### config.mk
export PLATFORM = sky130hd
export DESIGN_NAME = seq_divider
export DESIGN_NICKNAME = d
export VERILOG_FILES = /design/src/rtl/div_pkg.sv /design/src/rtl/div_step.sv /design/src/rtl/seq_divider.sv
export SDC_FILE = /design/constraint.sdc
export NUM_CORES = 1
export LEC_CHECK = 0
export ABC_AREA = 0
export ABC_CLOCK_PERIOD_IN_PS = 2050
export CAP_MARGIN = 20
export CORE_MARGIN = 4
export CORE_UTILIZATION = 48
export DETAILED_ROUTE_END_ITERATION = 8
export PLACE_DENSITY = 0.75
export SYNTH_ARGS = -nofsm -noshare
export SYNTH_HDL_FRONTEND = slang
export SYNTH_HIERARCHICAL = 1
export SYNTH_SLANG_ARGS = --single-unit
export TNS_END_PERCENT = 20
### constraint.sdc
create_clock -name clk -period 2.05 [get_ports clk]
set_input_delay 0.3075 -clock clk [delete_from_list [all_inputs] [get_ports clk]]
set_output_delay 0.3075 -clock clk [all_outputs]
set_load 0.02 [all_outputs]
### src/rtl/div_pkg.sv
// Shared types and constants for the iterative restoring divider.
package div_pkg;

    typedef enum logic [1:0] {
        IDLE,
        CALC,
        DONE
    } state_t;

    localparam int DIV_W = 4;

    // Divide-by-zero quotient; slice the low W bits at the point of use.
    localparam logic [63:0] DIV_ZERO_Q = '1;

endpackage

### src/rtl/div_step.sv
// One restoring-division step: shift in the next dividend bit, trial-subtract
// the divisor, and keep the difference only when it is non-negative.
module div_step
    import div_pkg::*;
#(
    parameter int W = DIV_W
) (
    input  logic [W-1:0] partial,
    input  logic         next_bit,
    input  logic [W-1:0] divisor,
    output logic [W-1:0] new_partial,
    output logic         q_bit
);

    logic [W:0]   shifted;
    logic [W+1:0] trial;

    // The shifted partial keeps its top bit (W+1 wide) so a partial remainder
    // with its MSB set is not lost; the kept result always fits back in W bits.
    // NOTE: every signal written in always_comb gets a value on every path, so no latch is inferred.
    always_comb begin
        shifted     = {partial, next_bit};
        trial       = {1'b0, shifted} - {2'b00, divisor};
        q_bit       = ~trial[W+1];
        new_partial = q_bit ? trial[W-1:0] : shifted[W-1:0];
    end

endmodule

### src/rtl/seq_divider.sv
// Iterative restoring divider with valid/ready handshakes on both sides.
// Define DIV_SIGNED_EN for two's-complement (truncating) division.
module seq_divider
    import div_pkg::*;
#(
    parameter int W = DIV_W
) (
    input  logic         clk,
    input  logic         rst,
    input  logic         in_valid,
    output logic         in_ready,
    input  logic [W-1:0] dividend,
    input  logic [W-1:0] divisor,
    output logic         out_valid,
    input  logic         out_ready,
    output logic [W-1:0] quotient,
    output logic [W-1:0] remainder,
    output logic         div_by_zero
);

    localparam int CNT_W = $clog2(W) + 1;

    state_t           state;
    state_t           next_state;
    logic [W-1:0]     partial_q;
    logic [W-1:0]     shift_q;
    logic [W-1:0]     divisor_q;
    logic [CNT_W-1:0] count_q;
    logic             zero_q;
    logic             last_step;

    logic [W-1:0]     new_partial;
    logic             q_bit;
    logic [W-1:0]     q_raw;
    logic [W-1:0]     dividend_mag;
    logic [W-1:0]     divisor_mag;
    logic [W-1:0]     q_final;
    logic [W-1:0]     r_final;

`ifdef DIV_SIGNED_EN
    logic             q_neg_q;
    logic             r_neg_q;
`endif

    div_step #(.W(W)) u_step (
        .partial     (partial_q),
        .next_bit    (shift_q[W-1]),
        .divisor     (divisor_q),
        .new_partial (new_partial),
        .q_bit       (q_bit)
    );

    assign last_step = (count_q == CNT_W'(W - 1));
    assign q_raw     = {shift_q[W-2:0], q_bit};

    // Magnitudes in, sign fix-up out; the fix-up sits on the result-register write.
    always_comb begin
`ifdef DIV_SIGNED_EN
        dividend_mag = dividend[W-1] ? -dividend : dividend;
        divisor_mag  = divisor[W-1]  ? -divisor  : divisor;
        q_final      = q_neg_q ? -q_raw       : q_raw;
        r_final      = r_neg_q ? -new_partial : new_partial;
`else
        dividend_mag = dividend;
        divisor_mag  = divisor;
        q_final      = q_raw;
        r_final      = new_partial;
`endif
    end

    // NOTE: sequential state uses non-blocking assignments so all flops update together at the edge.
    always_ff @(posedge clk or posedge rst) begin
        if (rst) begin
            state <= IDLE;
        end else begin
            state <= next_state;
        end
    end

    always_comb begin
        next_state = state;
        case (state)
            IDLE:    if (in_valid)                next_state = CALC;
            CALC:    if (zero_q || last_step)     next_state = DONE;
            DONE:    if (out_ready)               next_state = IDLE;
            default:                              next_state = IDLE;
        endcase
    end

    // Handshake flags decode the state register only, so no input reaches an output combinationally.
    always_comb begin
        in_ready  = (state == IDLE);
        out_valid = (state == DONE);
    end

    // A zero divisor spends one CALC cycle to register its fixed result,
    // which places its out_valid one edge after acceptance.
    always_ff @(posedge clk or posedge rst) begin
        if (rst) begin
            partial_q   <= '0;
            shift_q     <= '0;
            divisor_q   <= '0;
            count_q     <= '0;
            zero_q      <= 1'b0;
            quotient    <= '0;
            remainder   <= '0;
            div_by_zero <= 1'b0;
`ifdef DIV_SIGNED_EN
            q_neg_q     <= 1'b0;
            r_neg_q     <= 1'b0;
`endif
        end else begin
            case (state)
                IDLE: begin
                    if (in_valid) begin
                        zero_q    <= (divisor == '0);
                        shift_q   <= (divisor == '0) ? dividend : dividend_mag;
                        divisor_q <= divisor_mag;
                        partial_q <= '0;
                        count_q   <= '0;
`ifdef DIV_SIGNED_EN
                        q_neg_q   <= dividend[W-1] ^ divisor[W-1];
                        r_neg_q   <= dividend[W-1];
`endif
                    end
                end
                CALC: begin
                    if (zero_q) begin
                        quotient    <= DIV_ZERO_Q[W-1:0];
                        remainder   <= shift_q;
                        div_by_zero <= 1'b1;
                    end else begin
                        partial_q <= new_partial;
                        shift_q   <= q_raw;
                        count_q   <= count_q + CNT_W'(1);
                        if (last_step) begin
                            quotient    <= q_final;
                            remainder   <= r_final;
                            div_by_zero <= 1'b0;
                        end
                    end
                end
                default: ;
            endcase
        end
    end

endmodule

==> impl_metrics.yaml <==
run_status:
  status: "finished, violations left"
  violations: "negative setup slack"
worst_setup_path:
  worstPathArrival_ps: 2480
  crit_required_ps: 2290
  crit_fanout: 4
  worstSetupStartpointType: "flop"
  slowest_delay_ps: 450
  r2r-start: "partial_q[0]"
  crit_buf_inv: 0
  rr_endpoint: "remainder[1]"
  rr_worst_depth: 8
  endpoint_kind: "flop"
  r2r_setup_slack_ps: -190
  cp_num_cells: 8
  crit_top_cell: "mux2_4"
  critPathKind: "flop to flop"
  crit_family: "multiplexers"
  worstPathCellList: "ha_4, nor2b_4, o31a_1, nor3_4, mux2_4, nand2b_4, nand2_2, mux2_4"
  cp-endpoint: "remainder[1]"
  crit_start: "partial_q[0]"
  slowest_stage: "dfrtp_1"
clock_tree:
  clk_path_buf_depth: 2
  cts-hold-fix-buffers: 0
  insertion_delay_ps: 330
  clock_sinks: 27
  cts_buffers: 3
  cts_root_buffer: "clkbuf_4"
  cts_tree: "built"
  cts.clk_slew.worst_paths_ps: 160
  htreeDepth: 1
sta:
  clock_skew_ps: 2.61
  fin_crit_sh_pct: 109
  rsz0062_at_grt: "true"
  final_max_slew_viol_count: 0
  hold_violations: 0
  min_period_ps: 2240
  fin_tns_setup_ps: -1070
  relSlewSlack_pct: 57.8
  layout_setup_ws_ps: -190
  finalSetupViolCount: 7
  max_slew.worst_pin.slew_ps: 632
  fmaxAchievable_ghz: 0.446
yosys:
  async_reset_ff_share_pct: 100
  syn_area_um2: 1490
  synth.largest_area_cell: "dfrtp_1"
  synthAdderAreaFrac_pct: 6.40
  synth_top_flop_cell: "dfrtp_1"
  syn_avg_cell_area_um2: 10.5
  yosysSeqAreaShare_pct: 45.5
  synth_top_cell_area_share_pct: 45.5
  synthTopCellsByCount: "dfrtp_1, mux2_2, nand2_1, o21ai_0, inv_1"
  synth_edf_count: 0
  ys_ff_latch: 27
  synth.most_common_cell: "dfrtp_1"
  synth_nets: 161
  synth-compound-area-share_pct: 13.9
  synth_top_family_by_area: "multiplexers"
  netlist_instances: 142
  synth_cell_type_count: 29
  synth_mux_area_share_pct: 15.1
  post_synth_xor_area_fraction_pct: 0.589
  synth_area_leaders: "dfrtp_1, mux2_2, ha_1"
  yosysWarningCount: 6
  synthSimpleGateAreaFrac_pct: 14.0
pwr:
  p_leak_nw: 0.900
  p_switching_mw: 1.43
  power_density_nw_per_um2: 1840
  report.power.total_mw: 3.52
  pwr-share-comb_pct: 65.4
  peakVddDrop_v: 0.00101
  pwr-share-clk_pct: 7.1
  sequentialPowerShare_pct: 27.5
  p_int_mw: 2.08
  netSwitchingFraction_pct: 40.8
global_routing:
  grt_usage_pct: 16.8
  antenna_found_initial: 0
  grt_max_degree: 28
  overflow: 0
  first_global_vias: 1163
  grt_pass1_wl_um: 5420
floorplan:
  die_area_um2: 4050
  coreArea_um2: 2850
  initial_core_util_pct: 52.1
  num_io_pins: 23
  die_y_um: 63.7
  num_rows: 19
  die_w_um: 63.7
cells_and_area:
  drive_gt1_share_pct: 26.1
  num-fill-cells: 210
  antenna_cells: 0
  syn_to_final_growth_pct: 28.7
  final_nets: 196
  seq_area_um2: 676
  multi_input_area_um2: 797
  fin_util_pct: 67.1
route:
  ant_nets: 0
  drtPass1Iterations: 4
  wl_per_cell_um: 15.8
  drtIter0Drc: 64
  vias: 1154
  vias_per_cell: 5.57
  drc: 0
  drt_wl_total_um: 3260
worst_hold_path:
  hp-class: "input pin to asynchronous set/reset pin"
place:
  globalplace.congestion: 0.831
  portBuffers: 22
  dp_hpwl_um: 2330
run:
  maxCapViolCount: 0
## worst min path at each step
stage / slack (ps) / from / to / depth (start not counted)
detailed placement: 490 / remainder[2] / remainder[2] / 1
finish: 330 / rst / count_q[1] / 3
CTS: 320 / rst / quotient[1] / 3
floorplan: 360 / rst / count_q[0] / 1
global route: 330 / rst / count_q[2] / 3
global placement: 490 / count_q[2] / count_q[2] / 1
## registers in the layout (all words and copies together) (netlist names)
signal       count
state            2
divisor_q        4
quotient         4
partial_q        4
zero_q           1
remainder        4
count_q          3
shift_q          4
div_by_zero      1
## worst register-to-register path, stage by stage, from the launching register on
cell	delay (ps)
dfrtp_1	450
ha_4	250
nor2b_4	120
o31a_1	330
nor3_4	280
mux2_4	350
nand2b_4	70
nand2_2	40
mux2_4	250
## final cells by class
cell class	instances	share of cell area (%)
sequential	27	35.3
clock buffer	3	1.18
inverter	11	2.16
multi-input combinational	98	41.7
clock inverter	1	0.392
timing repair buffer	36	17.3
tap	31	2.03
## power by group through the flow
stage	logic (mW)	clock network, mW	registers, mW
floorplan	1.27	0	1.04
global placement	1.99	0	0.959
detailed placement	2.05	0	0.975
CTS	2.07	0.257	0.962
global route	2.51	0.288	1.01
finish	2.30	0.251	0.967
## cells by family (layout without fill, tap and decap cells)
group | after synthesis | count (layout)
AND/OR/NAND/NOR | 39 | 39
AO/OA/AOI/OAI | 31 | 31
flip-flops | 27 | 27
multiplexers | 20 | 20
buffers and inverters | 17 | 51
adder cells (fa/ha/maj) | 7 | 7
XOR/XNOR | 1 | 1
## stage by stage
stage	setup slack [ps]	cell area (um2)	cells	hold WS, ps
after floorplan	-39.9	1490	142	360
after global placement	-35.8	1820	203	489
after detailed placement	-89.5	1820	203	495
after CTS	-108	1850	207	324
after global routing	-270	1910	207	331
final	-190	1910	207	326
## cells in the final DEF, fill, tap and decap left out, types with 2 or more instances in the layout
master | synthesis | layout
ha_1 | 6 | 5
clkdlybuf4s50_1 | 0 | 20
inv_2 | 0 | 2
o21ai_1 | 0 | 2
mux2_2 | 15 | 12
mux2_1 | 4 | 3
mux2_4 | 0 | 4
dfrtp_1 | 27 | 27
buf_4 | 0 | 14
o21ai_0 | 13 | 11
nor2_2 | 2 | 3
nand2b_1 | 7 | 5
nand2b_4 | 0 | 2
dlymetal6s2s_1 | 0 | 2
a21oi_1 | 2 | 2
inv_1 | 11 | 9
clkbuf_4 | 0 | 3
nor3_1 | 2 | 2
nand2_1 | 14 | 13
o31ai_1 | 4 | 4
a22o_1 | 8 | 8
nor2_1 | 7 | 6
## metal layers
| layer | global-route usage (%) | vias to the layer above | share of wire [%] |
|---|---|---|---|
| met2 | 26.6 | 22 | 49 |
| met4 | 5.93 | 0 | 1.2 |
| li1 | - | 563 | - |
| met5 | 0 | - | 0 |
| met3 | 3.20 | 4 | 2.8 |
| met1 | 23.0 | 565 | 47 |
## timing repair
action                                  in CTS  in global routing
pin swaps                                    0                  5
gates resized for setup                      1                 16
endpoints found under the setup margin       6                  9
buffers inserted                             0                  0
No activity file was read; power rests on OpenSTA's default activity.
